### src/rtl/uart_alu_packet_engine_if.sv
// Purpose : RX/TX byte-stream handshake bundle between the UART ALU packet engine and the UART receiver/transmitter.
// Latency : none (wires only).
// Backpr. : rx_ready_o / tx_ready_i carry valid-ready backpressure on each byte path.
// Signals : rx_data_i/rx_valid_i/rx_ready_o = receive byte path into the engine,
//           tx_data_o/tx_valid_o/tx_ready_i = transmit byte path out of the engine.
// Modports: slave = engine side, master = UART / environment side.
interface uart_alu_packet_engine_if;
  logic [7:0] rx_data_i;
  logic       rx_valid_i;
  logic       rx_ready_o;
  logic [7:0] tx_data_o;
  logic       tx_valid_o;
  logic       tx_ready_i;

  modport slave (
    input  rx_data_i, rx_valid_i, tx_ready_i,
    output rx_ready_o, tx_data_o, tx_valid_o
  );

  modport master (
    output rx_data_i, rx_valid_i, tx_ready_i,
    input  rx_ready_o, tx_data_o, tx_valid_o
  );
endinterface

### src/rtl/uart_alu_packet_engine.sv
// Purpose : parses UART ALU command packets (opcode, rsvd, len lo/hi, payload) and runs echo / add / multiply.
// Latency : echo is combinational pass-through; add/mul result byte 0 appears the cycle after the last payload byte.
// Backpr. : echo ties rx_ready to tx_ready; result bytes are registered and held while tx_ready_i is low.
// Ports   : clk_i, rst_i (sync, active-high); bus (uart_alu_packet_engine_if.slave) rx/tx byte paths;
//           busy_o = packet in progress; err_o = one-cycle pulse on short length or unknown opcode.
// Config  : define UART_ALU_MUL_EN to build the multiplier (opcode 0x88); otherwise 0x88 is unknown.
module uart_alu_packet_engine #(
  parameter int OPERAND_BYTES = 4,
  parameter int LEN_W         = 16
) (
  input  logic                   clk_i,
  input  logic                   rst_i,
  uart_alu_packet_engine_if.slave bus,
  output logic                   busy_o,
  output logic                   err_o
);

  localparam int OW    = 8 * OPERAND_BYTES;
  localparam int IDX_W = (OPERAND_BYTES > 1) ? $clog2(OPERAND_BYTES) : 1;

  localparam logic [7:0]       OP_ECHO = 8'hEC;
  localparam logic [7:0]       OP_ADD  = 8'hAD;
`ifdef UART_ALU_MUL_EN
  localparam logic [7:0]       OP_MUL  = 8'h88;
`endif
  localparam logic [LEN_W-1:0] HDR_LEN = LEN_W'(4);

  typedef enum logic [2:0] {
    S_OPCODE, S_RSVD, S_LEN_LO, S_LEN_HI, S_ECHO, S_ACC, S_DRAIN, S_RESULT
  } state_t;

  state_t state_q, state_d;

  logic [7:0]       opcode_q;
  logic [7:0]       len_lo_q;
  logic [LEN_W-1:0] count_q;      // payload bytes still to come
  logic [OW-1:0]    opnd_q;       // operand under assembly, upper bytes kept zero
  logic [OW-1:0]    acc_q;
  logic             have_acc_q;   // first complete operand loads instead of combining
  logic [IDX_W-1:0] byte_idx_q;
  logic [IDX_W-1:0] res_idx_q;
  logic [7:0]       tx_dat_q;
  logic             tx_vld_q;
  logic             err_q;

  logic             rx_ready, rx_fire;
  logic [7:0]       tx_data;
  logic             tx_valid;
  logic [LEN_W-1:0] len_full, payload;
  logic             len_short, op_known, op_is_acc;
  logic [OW-1:0]    opnd_next, acc_next;
  logic             opnd_done, last_byte, res_last;
  logic [IDX_W-1:0] res_idx_inc;

  // Header decode
  assign len_full  = LEN_W'({bus.rx_data_i, len_lo_q});
  assign len_short = len_full < HDR_LEN;
  assign payload   = len_full - HDR_LEN;

`ifdef UART_ALU_MUL_EN
  assign op_is_acc = (opcode_q == OP_ADD) || (opcode_q == OP_MUL);
`else
  assign op_is_acc = (opcode_q == OP_ADD);
`endif
  assign op_known  = op_is_acc || (opcode_q == OP_ECHO);

  // Operand assembly: little-endian byte insert; a trailing partial operand
  // is applied on the last payload byte with its missing upper bytes still zero.
  assign opnd_next = opnd_q | (OW'(bus.rx_data_i) << {byte_idx_q, 3'b000});
  assign last_byte = (count_q == LEN_W'(1));
  assign opnd_done = (byte_idx_q == IDX_W'(OPERAND_BYTES - 1)) || last_byte;

  always_comb begin
    acc_next = opnd_next;
    if (have_acc_q) begin
`ifdef UART_ALU_MUL_EN
      if (opcode_q == OP_MUL) acc_next = acc_q * opnd_next;
      else                    acc_next = acc_q + opnd_next;
`else
      acc_next = acc_q + opnd_next;
`endif
    end
  end

  assign res_last    = (res_idx_q == IDX_W'(OPERAND_BYTES - 1));
  assign res_idx_inc = res_idx_q + IDX_W'(1);

  // Next state and handshake outputs
  always_comb begin
    state_d  = state_q;
    rx_ready = 1'b1;
    tx_data  = tx_dat_q;
    tx_valid = tx_vld_q;
    rx_fire  = 1'b0;

    case (state_q)
      S_ECHO: begin
        rx_ready = bus.tx_ready_i;
        tx_data  = bus.rx_data_i;
        tx_valid = bus.rx_valid_i;
      end
      S_RESULT: rx_ready = 1'b0;
      default:  rx_ready = 1'b1;
    endcase

    if (rst_i) begin
      rx_ready = 1'b0;
      tx_valid = 1'b0;
      tx_data  = 8'h00;
    end

    rx_fire = bus.rx_valid_i && rx_ready;

    case (state_q)
      S_OPCODE: if (rx_fire) state_d = S_RSVD;
      S_RSVD:   if (rx_fire) state_d = S_LEN_LO;
      S_LEN_LO: if (rx_fire) state_d = S_LEN_HI;
      S_LEN_HI: begin
        if (rx_fire) begin
          if (len_short)              state_d = S_OPCODE;
          else if (!op_known)         state_d = (payload == '0) ? S_OPCODE : S_DRAIN;
          else if (payload == '0)     state_d = op_is_acc ? S_RESULT : S_OPCODE;
          else                        state_d = op_is_acc ? S_ACC : S_ECHO;
        end
      end
      S_ECHO, S_DRAIN: if (rx_fire && last_byte) state_d = S_OPCODE;
      S_ACC:           if (rx_fire && last_byte) state_d = S_RESULT;
      S_RESULT:        if (bus.tx_ready_i && res_last) state_d = S_OPCODE;
      default:         state_d = S_OPCODE;
    endcase
  end

  always_ff @(posedge clk_i) begin
    if (rst_i) state_q <= S_OPCODE;
    else       state_q <= state_d;
  end

  // Datapath registers
  always_ff @(posedge clk_i) begin
    if (rst_i) begin
      opcode_q   <= '0;
      len_lo_q   <= '0;
      count_q    <= '0;
      opnd_q     <= '0;
      acc_q      <= '0;
      have_acc_q <= 1'b0;
      byte_idx_q <= '0;
      res_idx_q  <= '0;
      tx_dat_q   <= '0;
      tx_vld_q   <= 1'b0;
      err_q      <= 1'b0;
    end else begin
      err_q <= 1'b0;
      case (state_q)
        S_OPCODE: if (rx_fire) opcode_q <= bus.rx_data_i;
        S_LEN_LO: if (rx_fire) len_lo_q <= bus.rx_data_i;
        S_LEN_HI: begin
          if (rx_fire) begin
            count_q    <= payload;
            opnd_q     <= '0;
            acc_q      <= '0;
            have_acc_q <= 1'b0;
            byte_idx_q <= '0;
            res_idx_q  <= '0;
            if (len_short || !op_known) err_q <= 1'b1;
            // Empty add/mul payload still returns a (zero) result.
            if (!len_short && op_is_acc && payload == '0) begin
              tx_vld_q <= 1'b1;
              tx_dat_q <= 8'h00;
            end
          end
        end
        S_ECHO, S_DRAIN: if (rx_fire) count_q <= count_q - LEN_W'(1);
        S_ACC: begin
          if (rx_fire) begin
            count_q <= count_q - LEN_W'(1);
            if (opnd_done) begin
              acc_q      <= acc_next;
              have_acc_q <= 1'b1;
              opnd_q     <= '0;
              byte_idx_q <= '0;
            end else begin
              opnd_q     <= opnd_next;
              byte_idx_q <= byte_idx_q + IDX_W'(1);
            end
            // Preload result byte 0 so it is valid the very next cycle.
            if (last_byte) begin
              tx_vld_q <= 1'b1;
              tx_dat_q <= acc_next[7:0];
            end
          end
        end
        S_RESULT: begin
          if (bus.tx_ready_i) begin
            if (res_last) begin
              tx_vld_q <= 1'b0;
              tx_dat_q <= 8'h00;
            end else begin
              res_idx_q <= res_idx_inc;
              tx_dat_q  <= 8'(acc_q >> {res_idx_inc, 3'b000});
            end
          end
        end
        default: ;
      endcase
    end
  end

  assign bus.rx_ready_o = rx_ready;
  assign bus.tx_data_o  = tx_data;
  assign bus.tx_valid_o = tx_valid;
  assign busy_o         = (state_q != S_OPCODE);
  assign err_o          = err_q;

endmodule

### src/flat_wrapper.sv
// flat-port wrapper written by rule: the top's interface ports become plain ports
module uart_alu_packet_engine_flat 
#(
  parameter int OPERAND_BYTES = 4,
  parameter int LEN_W         = 16
)
  (clk_i, rst_i, busy_o, err_o, bus_rx_data_i, bus_rx_valid_i, bus_tx_ready_i, bus_rx_ready_o, bus_tx_data_o, bus_tx_valid_o);
  uart_alu_packet_engine_if bus_i ();
  input  logic clk_i;
  input  logic rst_i;
  output logic busy_o;
  output logic err_o;
  input wire logic [$bits(bus_i.rx_data_i)-1:0] bus_rx_data_i;
  input wire logic [$bits(bus_i.rx_valid_i)-1:0] bus_rx_valid_i;
  input wire logic [$bits(bus_i.tx_ready_i)-1:0] bus_tx_ready_i;
  output wire logic [$bits(bus_i.rx_ready_o)-1:0] bus_rx_ready_o;
  output wire logic [$bits(bus_i.tx_data_o)-1:0] bus_tx_data_o;
  output wire logic [$bits(bus_i.tx_valid_o)-1:0] bus_tx_valid_o;
  assign bus_i.rx_data_i = bus_rx_data_i;
  assign bus_i.rx_valid_i = bus_rx_valid_i;
  assign bus_i.tx_ready_i = bus_tx_ready_i;
  assign bus_rx_ready_o = bus_i.rx_ready_o;
  assign bus_tx_data_o = bus_i.tx_data_o;
  assign bus_tx_valid_o = bus_i.tx_valid_o;
  uart_alu_packet_engine #(.OPERAND_BYTES(OPERAND_BYTES), .LEN_W(LEN_W)) u_core (.clk_i(clk_i), .rst_i(rst_i), .bus(bus_i), .busy_o(busy_o), .err_o(err_o));
endmodule
### config.mk
export PLATFORM = sky130hd
export DESIGN_NAME = uart_alu_packet_engine_flat
export DESIGN_NICKNAME = d
export VERILOG_FILES = /design/src/rtl/uart_alu_packet_engine_if.sv /design/src/rtl/uart_alu_packet_engine.sv /design/src/flat_wrapper.sv
export SDC_FILE = /design/constraint.sdc
export NUM_CORES = 1
export LEC_CHECK = 0
export ABC_AREA = 1
export ABC_CLOCK_PERIOD_IN_PS = 8100
export BUFFER_PORTS_ARGS = -buffer_cell sky130_fd_sc_hd__buf_2
export CAP_MARGIN = 0
export CORE_ASPECT_RATIO = 0.7
export CORE_MARGIN = 1
export CORE_UTILIZATION = 65
export CTS_CLUSTER_SIZE = 16
export DETAILED_ROUTE_END_ITERATION = 6
export PLACE_DENSITY = 0.84
export SLEW_MARGIN = 20
export SYNTH_ARGS = -nofsm -noshare
export SYNTH_HDL_FRONTEND = slang
export SYNTH_SLANG_ARGS = --single-unit
### constraint.sdc
create_clock -name clk_i -period 8.1 [get_ports clk_i]
set_input_delay 0.81 -clock clk_i [delete_from_list [all_inputs] [get_ports clk_i]]
set_output_delay 0.81 -clock clk_i [all_outputs]
set_load 0.02 [all_outputs]
# Yosys cells after proc, flatten, opt, wreduce, memory -nomap -nowiden
# Cells that the tools add are included.
# op_classes
addsub,5
n_lt_le_gt_ge,1
eq_ne,27
shift,2
mux,57
bitwise_logic,3
n_reduce_logical,29
# op_table
operator,n
32-bit two-way mux,6
32-bit case mux with 2 select lines,2
8-bit two-way mux,8
3-bit two-way mux,12
32-bit adder,1
16-bit two-way mux,2
32-bit bitwise OR,1
16-bit case mux with 2 select lines,1
8-bit by 5-bit << shifter with 32-bit output,1
32-bit by 5-bit right shift with 8-bit output,1
"2-bit by 1-bit inequality test with 1-bit output, second input constant",13
8-bit case mux with 3 select lines,1
3-bit case mux with 7 select lines,1
"16-bit by 1-bit == test with 1-bit output, second input constant",1
"8-bit == test, second input constant",2
16-bit logical NOT,1
"16-bit by 3-bit < comparator with 1-bit output, second input constant",1
"16-bit by 1-bit subtractor with 16-bit output, second input constant",1
"16-bit by 3-bit subtractor with 16-bit output, second input constant",1
1-bit two-way mux,14
7-bit AND reduction,2
"3-bit == test, second input constant",4
2-bit two-way mux,5
2-bit case mux with 2 select lines,2
20 further kinds,40
# totals
reg_bits,114
elab_cells,136

# Depth between registers and ports, before layout
# Gate-level depths: netlist of the first run.
# depth
word_depth,7
mapped_depth,20
mapped_depth_nobuf,19

# Least setup slack after synthesis of the first run
# No wires, ideal clock.
# synth_timing
path_kind,input port to flip-flop
startpoint,in bus_rx_data_i[0]
endpoint,reg u_core.acc_q[20]
setup_ps,132
arrival_time_ps,2890
t_required_ps,7968
setup_slack_ps,5078
cell_stages,18
path_buffers,1
cell_sequence,buf_2 > nand3_1 > nand2_1 > ha_1 > inv_1 > fa_1 > inv_1 > nand2_1 > o21ai_0 > a21oi_1 > o21ai_0 > nand2_1 > nand2_1 > nand2_1 > nand3_1 > nand3_1 > nand2_1 > a21oi_1
# synth_between
elab_chain_len,7
# synth_rtl
item,line,rtl
from (decl),flat_wrapper.sv:13,input wire logic [$bits(bus_i.rx_data_i)-1:0] bus_rx_data_i;
8-bit by 5-bit << shifter with 32-bit output,uart_alu_packet_engine.sv:69,"assign opnd_next = opnd_q | (OW'(bus.rx_data_i) << {byte_idx_q, 3'b000});"
32-bit bitwise OR,uart_alu_packet_engine.sv:69,
32-bit adder,uart_alu_packet_engine.sv:80,acc_next = acc_q + opnd_next;
32-bit two-way mux,uart_alu_packet_engine.sv:75,if (have_acc_q) begin
32-bit two-way mux,uart_alu_packet_engine.sv:177,if (opnd_done) begin
32-bit two-way mux,uart_alu_packet_engine.sv:175,if (rx_fire) begin
32-bit case mux with 2 select lines,uart_alu_packet_engine.sv:154,case (state_q)
to (signal assigned),uart_alu_packet_engine.sv:178,acc_q <= acc_next;
to (decl),uart_alu_packet_engine.sv:38,logic [OW-1:0] acc_q;
# No other way between the ends. The select of a mux whose other input is x is not followed.
# A chain may end at the register's enable or synchronous reset.

# Final worst setup path of the first run
# layout_timing
startpoint,reg u_core.byte_idx_q[0]
endpoint,reg u_core.acc_q[26]
# layout_between
elab_chain_len,7
elab_cells_between_ends,11
cone_classes,add/sub: 1; eq/ne: 2; shift: 1; mux: 4; bitwise: 1; reduce/logical: 2
# layout_rtl
item,line,rtl
from (decl),uart_alu_packet_engine.sv:40,logic [IDX_W-1:0] byte_idx_q;
from (signal assigned),uart_alu_packet_engine.sv:184,byte_idx_q <= byte_idx_q + IDX_W'(1);
8-bit by 5-bit << shifter with 32-bit output,uart_alu_packet_engine.sv:69,
32-bit bitwise OR,uart_alu_packet_engine.sv:69,
32-bit adder,uart_alu_packet_engine.sv:80,
32-bit two-way mux,uart_alu_packet_engine.sv:75,
32-bit two-way mux,uart_alu_packet_engine.sv:177,
32-bit two-way mux,uart_alu_packet_engine.sv:175,
32-bit case mux with 2 select lines,uart_alu_packet_engine.sv:154,
# Several ways; a longest one is shown, not always the timed one. The select of a mux whose other input is x is not followed.

==> results of run 1 <==
[layer usage]
layer | wire, um | GRT usage | vias to the layer above
met3 | 3440 | 0.105 | 35
met1 | 11700 | 0.623 | 4075
met5 | 0 | 0 | -
met2 | 10200 | 0.573 | 518
met4 | 336 | 0.110 | 0
li1 | - | - | 4224
[cells in the final DEF (no fill, tap or decap), drive strengths merged, types with 3 or more instances in the layout]
master and n:
nor2 156, or2 5, clkbuf 22, o211ai 15
nand4 7, buf 26, ha 37, o21ai 116
a22oi 5, clkinv 4, xnor2 3, nand2 286
clkinvlp 4, a211oi 21, bufinv 3, a31oi 14
dfxtp 114, o22ai 6, nor3 13, nand3b 4
inv 136, nand3 70, a31o 3, a21oi 157
a21o 4, xor2 15, o21bai 15
[critical path: cells and delay by family, from the launching register on]
kind,cells,cell delay (ns)
compound gates,5,1.39
fa+ha+maj,1,0.40
buf+inv,2,0.49
flops,1,0.76
simple gates,7,0.80
[flip-flops by register name, indices dropped and copies added (netlist names)]
| signal | count |
|---|---|
| u_core.acc_q | 32 |
| u_core.byte_idx_q | 2 |
| u_core.count_q | 16 |
| u_core.err_o | 1 |
| u_core.have_acc_q | 1 |
| u_core.len_lo_q | 8 |
| u_core.opcode_q | 8 |
| u_core.opnd_q | 32 |
| u_core.res_idx_q | 2 |
| u_core.state_q | 3 |
| u_core.tx_dat_q | 8 |
| u_core.tx_vld_q | 1 |
[through the flow]
stage / utilization / total power, mW / std cells
after floorplan: - / 0.632 / 1267
after global placement: 0.684 / 0.650 / 1396
after detailed placement: 0.684 / 0.652 / 1396
after CTS: 0.735 / 1.41 / 1427
after global routing: 0.735 / 1.45 / 1427
final: 0.735 / 1.42 / 1427
[cell usage after synthesis, drive strengths merged (4+ instances only)]
cell type / count / share of area
a211oi: 21 / 0.021
a21o: 4 / 0.0038
a21oi: 157 / 0.098
a22oi: 5 / 0.0047
a31oi: 14 / 0.011
buf: 14 / 0.010
clkbuf: 40 / 0.019
dfxtp: 114 / 0.29
ha: 37 / 0.058
inv: 136 / 0.064
nand2: 286 / 0.14
nand3: 70 / 0.044
nand3b: 4 / 0.0038
nand4: 7 / 0.0055
nor2: 156 / 0.082
nor3: 13 / 0.0081
o211ai: 15 / 0.014
o21ai: 116 / 0.073
o21bai: 15 / 0.014
o22ai: 6 / 0.0047
or2: 5 / 0.0039
xor2: 15 / 0.016
[report_power, final]
part	internal [mW]	switching (mW)	leakage, nW
sequential	0.565	0.00304	0.919
combinational	0.0195	0.0567	2.34
clock	0.505	0.269	0.284
[final cells by class]
| class | count | area, um2 | share of cell area |
|---|---|---|---|
| clock buffers | 22 | 474 | 0.0545 |
| clock inverters | 9 | 130 | 0.0149 |
| multi-input cells | 961 | 4970 | 0.570 |
| flip-flops and latches | 114 | 2280 | 0.262 |
| inverters | 138 | 520 | 0.0598 |
| repair buffers | 26 | 138 | 0.0158 |
| well taps | 157 | 196 | 0.0226 |
[cell families (layout without fill, tap and decap cells)]
kind of cell,Yosys count,count (layout),share of synthesized area
buffers and inverters,192,195,0.0945
and+or+nand+nor,543,543,0.286
adders and majority gates,38,38,0.0603
AOI/OAI and AO/OA,362,362,0.255
xor gates and xnor gates,18,18,0.0197
DFF,114,114,0.285
[how the worst min path moves through the flow]
stage | start | endpoint | slack, ns | depth (start not counted)
final | u_core.opcode_q[4] | u_core.opcode_q[4] | 0.45 | 2
after global routing | u_core.opnd_q[26] | u_core.opnd_q[26] | 0.48 | 2
after CTS | u_core.opcode_q[4] | u_core.opcode_q[4] | 0.45 | 2
after detailed placement | u_core.opcode_q[4] | u_core.opcode_q[4] | 0.44 | 2
after global placement | u_core.opcode_q[4] | u_core.opcode_q[4] | 0.44 | 2
after floorplan | u_core.opcode_q[4] | u_core.opcode_q[4] | 0.43 | 2
==> reports/metrics.yaml, run 1 <==
layout:
  design_area_mm2: 0.00871
  num_antenna_cells: 0
  final.fill_count: 987
  fin_nets: 1308
  drive_above_1_share: 0.0717
  area_growth_pct: 8.77
worst_setup_path:
  crit_path_cell_trace: "inv_1 -> nand2_1 -> o21bai_1 -> ha_1 -> inv_1 -> o21ai_0 -> a21oi_1 -> o21ai_0 -> nand2_1 -> nand2_1 -> nand2_1 -> nand3_1 -> nand3_1 -> nand2_1 -> a21oi_1"
  end_kind: "flop"
  rr_endpoint: "u_core.acc_q[26]"
  worstSetupEndpoint: "u_core.acc_q[26]"
  cp_slowest_cell: "dfxtp_1"
  slowest_delay_ns: 0.76
  critPathKind: "flop to flop"
  r2r_start: "u_core.byte_idx_q[0]"
  cp-start-kind: "flop"
  crit_arrival_ns: 4.26
  cp.required_ns: 8.36
  rr_worst_depth: 15
  path_common_cell: "nand2_1"
  ff2ff_setup_slack_ns: 4.09
  path_max_fanout: 18
  startpoint: "u_core.byte_idx_q[0]"
sta:
  timing.fmax_mhz: 250
  rsz0062_at_grt: "false"
  setup_viol: 0
  tightestPinTransition_ns: 0.924
  holdWs_ns: 0.451
  finalCritPeriodShare: 0.495
  period_needed_ns: 4.01
  skew_ns: 0.00730
  fin_ws_ns: 4.09
  setup_tns_ns: 0
  maxSlewHeadroom: 0.384
  hold_viol: 0
  finalMaxSlewViolations: 0
placed_design:
  port_buffers: 23
  postPlaceCellArea_mm2: 0.00810
  gp_routability_congestion: 1.03
  pre_cts_ws_ns: 4.18
  hpwl_mm: 18.2
routing:
  wirelength_mm: 25.6
  via_per_inst: 6.20
  wl_per_cell_um: 17.9
  dr.pass1.iters: 6
  routed-via-count: 8852
  postRouteAntennaNets: 0
  drc: 0
  drt_iter0_drc: 1462
clock_network:
  cts_hold_buf: 0
  cts_tree: "built"
  cts-root-buf: "clkbuf_16"
  htree_levels: 4
  insertion_delay_ns: 0.42
  cts_resized: 0
  cts_buffer_depth: 2
  cts_buffers: 17
  clk_pin_slew_worst_paths_ns: 0.05
  cts.sinks: 114
  cts_setup_buffers: 0
global_route:
  grt_start_max_net_pins: 78
  grt_pass1_vias: 7793
  grt_overflow_total: 0
  grt_first_pass_wirelength_mm: 40.7
  grt_use_total: 0.414
  antenna_found_initial: 0
power_and_ir_drop:
  p_leak_nw: 3.54
  cellPowerDensity_mw_per_mm2: 163
  ir_drop_uv: 147
yosys:
  synth_ff_type: "dfxtp_1"
  synthArstFlopShare: 0
  ys_ff_latch: 114
  synth_edf_count: 0
  synth_area_mm2: 0.00801
  synth_warnings: 0
  synth-seq-area-share: 0.285
  syn_avg_cell_area_um2: 6.32
  synthCells: 1267
  synthesis.nets: 1317
  yosysUniqueCellTypes: 44
floorplanning:
  ios: 24
  fp.dieW_um: 135
  initial_core_util: 0.676
  core_mm2: 0.0119
  num_rows: 33
  dieHeight_um: 94.9
  die_area_mm2: 0.0128
run_status:
  outcome: "complete, no violations"
min_path:
  hp-class: "flop to flop"
job:
  maxCapViolCount: 0
Power figures use the tool's default switching activity.
==> inputs of run 2 (changes only) <==
--- a/config.mk
+++ b/config.mk
@@ -6,15 +6,15 @@
 export NUM_CORES = 1
 export LEC_CHECK = 0
 export ABC_AREA = 1
-export ABC_CLOCK_PERIOD_IN_PS = 8100
+export ABC_CLOCK_PERIOD_IN_PS = 3500
 export BUFFER_PORTS_ARGS = -buffer_cell sky130_fd_sc_hd__buf_2
 export CAP_MARGIN = 0
 export CORE_ASPECT_RATIO = 0.7
 export CORE_MARGIN = 1
-export CORE_UTILIZATION = 65
+export CORE_UTILIZATION = 57
 export CTS_CLUSTER_SIZE = 16
 export DETAILED_ROUTE_END_ITERATION = 6
-export PLACE_DENSITY = 0.84
+export PLACE_DENSITY = 0.78
 export SLEW_MARGIN = 20
 export SYNTH_ARGS = -nofsm -noshare
 export SYNTH_HDL_FRONTEND = slang
==> constraint.sdc (replaced) <==
create_clock -name clk_i -period 3.5 [get_ports clk_i]
set_input_delay 0.35 -clock clk_i [delete_from_list [all_inputs] [get_ports clk_i]]
set_output_delay 0.35 -clock clk_i [all_outputs]
set_load 0.02 [all_outputs]
==> run 2 against run 1 <==
  * Critical path type unchanged
  * Critical endpoint is now u_core.acc_q[28]
  * Final area increased by 2.4%
  * Non-clock buffer count increased by 10
  * Wire length increased by 3.8%
==> reports/metrics.yaml, run 2 (same netlist as run 1, synthesis figures left out) <==
sta:
  period_needed_ns: 3.33  # -0.674 ns
  maxSlewHeadroom: 0.382  # -0.00156
  rsz0062_at_grt: "false"
  setup_tns_ns: 0  # unchanged
  skew_ns: 0.00796  # +0.000661 ns
  hold_viol: 0  # unchanged
  tightestPinTransition_ns: 0.927  # +0.00234 ns
  setup_viol: 0  # unchanged
  holdWs_ns: 0.286  # -0.165 ns
  timing.fmax_mhz: 300  # +20%
  finalCritPeriodShare: 0.952  # +0.457
  finalMaxSlewViolations: 0  # unchanged
placed_design:
  postPlaceCellArea_mm2: 0.00821  # +1.4%
  gp_routability_congestion: 0.975  # -5.5%
  dp_cells: 1434  # +2.7%
  hpwl_mm: 19.6  # +7.5%
  port_buffers: 23  # unchanged
floorplanning:
  dieHeight_um: 101  # +6.6%
  core_mm2: 0.0134  # +13%
  fp.dieW_um: 144  # +6.7%
  ios: 24  # unchanged
  die_area_mm2: 0.0145  # +14%
  num_rows: 35  # +6.1%
  initial_core_util: 0.596  # -0.0801
clock_network:
  cts_tree: "built"
  cts_buffer_depth: 2  # unchanged
  insertion_delay_ns: 0.42  # about the same
  cts.sinks: 114  # unchanged
  cts-root-buf: "clkbuf_16"
  cts_hold_buf: 0  # unchanged
  clk_pin_slew_worst_paths_ns: 0.05  # about the same
  cts_buffers: 17  # unchanged
  cts_setup_buffers: 0  # unchanged
  htree_levels: 4  # unchanged
worst_setup_path:
  cp-start-kind: "flop"
  crit_arrival_ns: 3.59  # -0.67 ns
  worst-path-buf-inv: 2  # unchanged
  end_kind: "flop"
  cp_slowest_cell: "o21ai_0"
  critPathKind: "flop to flop"
  cp.required_ns: 3.76  # -4.60 ns
  path_common_cell: "nand2_1"
  path_max_fanout: 13  # -5
  path_delay_family: "compound AO/OA/AOI/OAI gates"
  slowest_delay_ns: 0.60  # -0.16 ns
  crit_path_cell_trace: "inv_1 -> nand2_1 -> o21ai_0 -> ha_1 -> nand2_1 -> inv_1 -> a21oi_1 -> o21ai_1 -> nand2_1 -> nand2_1 -> nand2_1 -> nand2_1 -> nand2_1 -> nand3_1 -> nand2_1 -> a21oi_1"
layout:
  num_antenna_cells: 0  # unchanged
  drive_above_1_share: 0.0812  # +0.00953
  final.fill_count: 1250  # +27%
  final_common_cell: "nand2_1"
  most-common-layout-cells: "nand2_1 (280), a21oi_1 (157), nor2_1 (147)"
  top_regs: "u_core.acc_q (32), u_core.opnd_q (32), u_core.count_q (16)"
  fin_nets: 1318  # +0.76%
  area_growth_pct: 11.3
  final_cells: 1466  # +2.7%
  design_area_mm2: 0.00891  # +2.4%
run_status:
  outcome: "complete, no violations"
global_route:
  grt_use_total: 0.381  # -0.0331
  grt_start_max_net_pins: 77  # -1.3%
  grt_overflow_total: 0  # unchanged
  grt_first_pass_wirelength_mm: 41.9  # +2.8%
  grt_pass1_vias: 7477  # -4.1%
  antenna_found_initial: 0  # unchanged
power_and_ir_drop:
  cellPowerDensity_mw_per_mm2: 399  # +140%
  finalPower_mw: 3.56  # +150%
  p_leak_nw: 3.65  # +2.9%
  ir_drop_uv: 317  # +120%
routing:
  wl_per_cell_um: 18.1  # +1.1%
  drc: 0  # unchanged
  via_per_inst: 6.01  # -3.2%
  routed-via-count: 8805  # -0.53%
  dr.pass1.iters: 6  # unchanged
  drt_iter0_drc: 1133  # -23%
  postRouteAntennaNets: 0  # unchanged
  wirelength_mm: 26.6  # +3.8%
min_path:
  hp-class: "input pin to flop"
job:
  maxCapViolCount: 0  # unchanged
## run 2: cell types whose count changed in the layout (fill, tap and decap cells not counted), sizes merged
cell      before  now
clkbuf        22   23
buf           26   36
bufinv         3    6
inv          136  135
clkinvlp       4    2
## run 2: final timing paths
check | to | from | slack [ns] | cells past startpoint
worst min-delay path | u_core.tx_vld_q | rst_i | 0.29 | 4
worst max-delay path | u_core.acc_q[28] | u_core.byte_idx_q[0] | 0.17 | 16
worst min register to register | u_core.opnd_q[19] | u_core.opnd_q[19] | 0.46 | 2
worst max register to register | u_core.acc_q[28] | u_core.byte_idx_q[0] | 0.17 | 16
## run 2: timing repair
item / CTS / global route
gates resized for setup: 0 / 3
hold endpoints to repair: 0 / 0
setup endpoints to repair: 0 / 9
## run 2: cell type report
type | count | area, um2 | area share
Sequential cell | 114 | 2280 | 0.256
Clock inverter | 9 | 198 | 0.0222
Inverter | 138 | 524 | 0.0588
Multi-Input combinational cell | 961 | 4970 | 0.557
Timing Repair Buffer | 36 | 213 | 0.0239
Clock buffer | 23 | 498 | 0.0559
Tap cell | 185 | 231 | 0.0260
## run 2: power by group
part / internal, mW / total [mW] / leakage [nW] / switching (mW)
Sequential: 1.31 / 1.31 / 0.919 / 0.00635
Combinational: 0.0463 / 0.178 / 2.39 / 0.132
Clock: 1.43 / 2.06 / 0.339 / 0.635
## run 2: worst register-to-register path, delay by kind of cell (launching register included)
kind                     cells  cell delay, ns
flip-flops                   1            0.30
adder cells (fa/ha/maj)      1            0.44
AND/OR/NAND/NOR              9            0.90
buffers and inverters        2            0.31
AO/OA/AOI/OAI                4            1.22
## run 2: routing by layer
metal	vias to the layer above	GRT usage	wire, um
met5	-	0	0
met4	0	0.0753	231
met3	23	0.117	3870
met2	545	0.496	10000
met1	3997	0.597	12500
li1	4240	-	-
## run 2: per-stage QoR
step,setup WS [ns],util
finish,0.168,0.663
global route,0.0167,0.663
CTS,0.191,0.663
detailed placement,0.191,0.611
global placement,0.313,0.611
floorplan,0.663,-
==> inputs of run 3 (changes only) <==
--- a/config.mk
+++ b/config.mk
@@ -5,16 +5,15 @@
 export SDC_FILE = /design/constraint.sdc
 export NUM_CORES = 1
 export LEC_CHECK = 0
-export ABC_AREA = 1
 export ABC_CLOCK_PERIOD_IN_PS = 3500
-export BUFFER_PORTS_ARGS = -buffer_cell sky130_fd_sc_hd__buf_2
 export CAP_MARGIN = 0
 export CORE_ASPECT_RATIO = 0.7
 export CORE_MARGIN = 1
-export CORE_UTILIZATION = 57
+export CORE_UTILIZATION = 50
 export CTS_CLUSTER_SIZE = 16
 export DETAILED_ROUTE_END_ITERATION = 6
-export PLACE_DENSITY = 0.78
+export DONT_BUFFER_PORTS = 1
+export PLACE_DENSITY = 0.69
 export SLEW_MARGIN = 20
 export SYNTH_ARGS = -nofsm -noshare
 export SYNTH_HDL_FRONTEND = slang
==> run 3 against run 2 <==
  * Worst setup slack lost 0.039 ns
  * Utilization shrank 8.9 points
  * Cell count shrank 18%
  * Critical path depth shrank 3
  * Via count shrank 12%
  * Critical endpoint is now u_core.acc_q[31]
==> reports/metrics.yaml, run 3 <==
sta:
  setup_tns_ns: 0  # unchanged
  period_needed_ns: 3.37  # +0.0394 ns
  holdWs_ns: 0.0181  # -0.268 ns
  finalMaxSlewViolations: 0  # unchanged
  setup_viol: 0  # unchanged
  fin_ws_ns: 0.128  # -0.0394 ns
  hold_viol: 0  # unchanged
  rsz0062_at_grt: "false"
  maxSlewHeadroom: 0.400  # +0.0175
  tightestPinTransition_ns: 0.900  # -0.0263 ns
  finalCritPeriodShare: 0.963  # +0.0113
  timing.fmax_mhz: 297  # -1.2%
  skew_ns: 0.00872  # +0.000756 ns
global_route:
  grt_start_max_net_pins: 59  # -23%
  grt_overflow_total: 0  # unchanged
  grt_use_total: 0.323  # -0.0575
  grt_first_pass_wirelength_mm: 38.7  # -7.5%
  antenna_found_initial: 1  # +1
  grt_pass1_vias: 6846  # -8.4%
yosys:
  synth_area_mm2: 0.00765  # -4.4%
  synthArstFlopShare: 0  # unchanged
  synth_top_cell_by_area: "dfxtp_1"
  synth_edf_count: 0  # unchanged
  synth_top_area_share: 0.298  # +0.0132
  synth_warnings: 0  # unchanged
  synthesis.nets: 1067  # -19%
  synth_ff_type: "dfxtp_1"
  syn_avg_cell_area_um2: 7.52  # +19%
  synth_most_common_cell: "a21oi_1"
  synth-seq-area-share: 0.298  # +0.0132
  synthCells: 1017  # -20%
  yosysUniqueCellTypes: 62  # +41%
  synth_commonest_cells: "a21oi_1 (130), dfxtp_1 (114), nor2_1 (108)"
  ys_ff_latch: 114  # unchanged
  ys_top_cells_by_area: "dfxtp_1 (30%), a21oi_1 (8.5%), ha_1 (6.1%)"
layout:
  final_common_cell: "a21oi_1"
  fin_nets: 1042  # -21%
  top_regs: "u_core.acc_q (32), u_core.opnd_q (32), u_core.count_q (16)"
  most-common-layout-cells: "a21oi_1 (130), dfxtp_1 (114), nor2_1 (108)"
  area_growth_pct: 11.2
  drive_above_1_share: 0.0766  # -0.00457
  design_area_mm2: 0.00851  # -4.6%
floorplanning:
  dieHeight_um: 105  # +4.3%
  fp.dieW_um: 150  # +4.3%
  num_rows: 37  # +5.7%
  initial_core_util: 0.516  # -0.0791
  core_mm2: 0.0148  # +10%
  ios: 24  # unchanged
  die_area_mm2: 0.0158  # +8.8%
clock_network:
  cts_setup_buffers: 0  # unchanged
  insertion_delay_ns: 0.43  # about the same
  cts_tree: "built"
  htree_levels: 4  # unchanged
  cts_buffer_depth: 2  # unchanged
  cts-root-buf: "clkbuf_16"
  cts.sinks: 114  # unchanged
  clk_pin_slew_worst_paths_ns: 0.06  # about the same
  cts_buffers: 17  # unchanged
worst_setup_path:
  ff2ff_setup_slack_ns: 0.13  # -0.04 ns
  slowest_delay_ns: 0.45  # -0.15 ns
  crit_arrival_ns: 3.73  # +0.14 ns
  rr_endpoint: "u_core.acc_q[31]"
  cp.required_ns: 3.85  # +0.09 ns
  rr_worst_depth: 13  # -3
  cp-start-kind: "flop"
  path_max_fanout: 7  # -6
  worst-path-buf-inv: 2  # unchanged
  cp_slowest_cell: "a21oi_1"
  r2r_start: "u_core.byte_idx_q[1]"
  path_common_cell: "a21oi_1"
  path_delay_family: "compound AO/OA/AOI/OAI gates"
  critPathKind: "flop to flop"
  crit_path_cell_trace: "nor2_1 -> buf_4 -> a21oi_1 -> inv_1 -> ha_1 -> o211ai_1 -> o21bai_1 -> o221ai_1 -> a21oi_1 -> a21oi_1 -> xnor2_1 -> or3_1 -> a31oi_1"
  end_kind: "flop"
placed_design:
  postPlaceCellArea_mm2: 0.00777  # -5.5%
  gp_routability_congestion: 0.973  # -0.23%
  port_buffers: 0  # -100%
  pre_cts_ws_ns: 0.144  # -0.0472 ns
  hpwl_mm: 16.7  # -15%
routing:
  postRouteAntennaNets: 0  # unchanged
  routed-via-count: 7707  # -12%
  via_per_inst: 6.42  # +6.8%
  wl_per_cell_um: 20.8  # +14%
  drc: 0  # unchanged
  drt_iter0_drc: 896  # -21%
  wirelength_mm: 24.9  # -6.2%
  dr.pass1.iters: 7  # +1
min_path:
  min_to: "u_core.opnd_q[6]"
  hp-class: "input pin to flop"
  hp-start: "rst_i"
  min_delay_path_depth: 1  # -3
power_and_ir_drop:
  ir_drop_uv: 235  # -26%
  finalPower_mw: 3.30  # -7.3%
  cellPowerDensity_mw_per_mm2: 388  # -2.8%
  p_leak_nw: 3.34  # -8.5%
run_status:
  outcome: "complete, no violations"
job:
  maxCapViolCount: 0  # unchanged
## run 3: changes by cell type after synthesis, sizes merged, moves of 17 or more
cell / change
nand2: -192
inv: -98
o21ai: -68
nor2: -48
nand3: -41
nor3: +37
a21oi: -26
clkbuf: +26
a21o: +25
a22oi: +17
## run 3: area by class of cell
| class | count | area, um2 |
|---|---|---|
| inverter | 38 | 143 |
| timing repair buffer | 26 | 233 |
| fill | 1387 | 6310 |
| multi-input combinational | 795 | 4980 |
| clock buffer | 20 | 467 |
| sequential | 114 | 2280 |
| clock inverter | 12 | 155 |
| antenna | 1 | 2.50 |
| tap | 195 | 244 |
## run 3: cell families after synthesis
family	after synthesis	synth area share
buf+inv	108	0.0540
fa+ha+maj	38	0.0631
mux	20	0.0392
compound gates	324	0.265
flops	114	0.298
simple gates	372	0.234
xor+xnor	41	0.0469
## run 3: worst max path at each step
stage	start	endpoint	slack, ns	cells after the start
global route	u_core.byte_idx_q[0]	u_core.acc_q[25]	0.005	12
detailed placement	u_core.byte_idx_q[0]	u_core.acc_q[25]	0.14	12
finish	u_core.byte_idx_q[1]	u_core.acc_q[31]	0.13	13
floorplan	u_core.byte_idx_q[1]	u_core.acc_q[20]	0.54	14
CTS	u_core.byte_idx_q[0]	u_core.acc_q[25]	0.12	12
global placement	u_core.byte_idx_q[1]	u_core.acc_q[30]	0.21	13
## run 3: through the flow
stage / util / std cells
floorplan: - / 1017
CTS: 0.573 / 1200
global route: 0.574 / 1200
global placement: 0.524 / 1160
detailed placement: 0.524 / 1160
finish: 0.574 / 1201
## run 3: repair_timing
action,in CTS,in global routing
resized for setup,0,5
setup endpoints to repair,0,9
endpoints found under the hold margin,58,0
hold buffers,8,0
## run 3: report_power, final
| part | internal, mW | leakage (nW) | switching (mW) |
|---|---|---|---|
| Sequential | 1.31 | 0.919 | 0.0108 |
| Clock | 1.17 | 0.291 | 0.654 |
| Combinational | 0.0573 | 2.13 | 0.0931 |
| Total | 2.54 | 3.34 | 0.758 |
## run 3: per-layer routing
layer | GRT usage | routed length [um] | vias to the layer above
met3 | 0.135 | 3580 | 50
met1 | 0.482 | 11400 | 3575
met4 | 0.0945 | 492 | 0
li1 | - | - | 3630
met2 | 0.409 | 9490 | 452
met5 | 0 | 0 | -
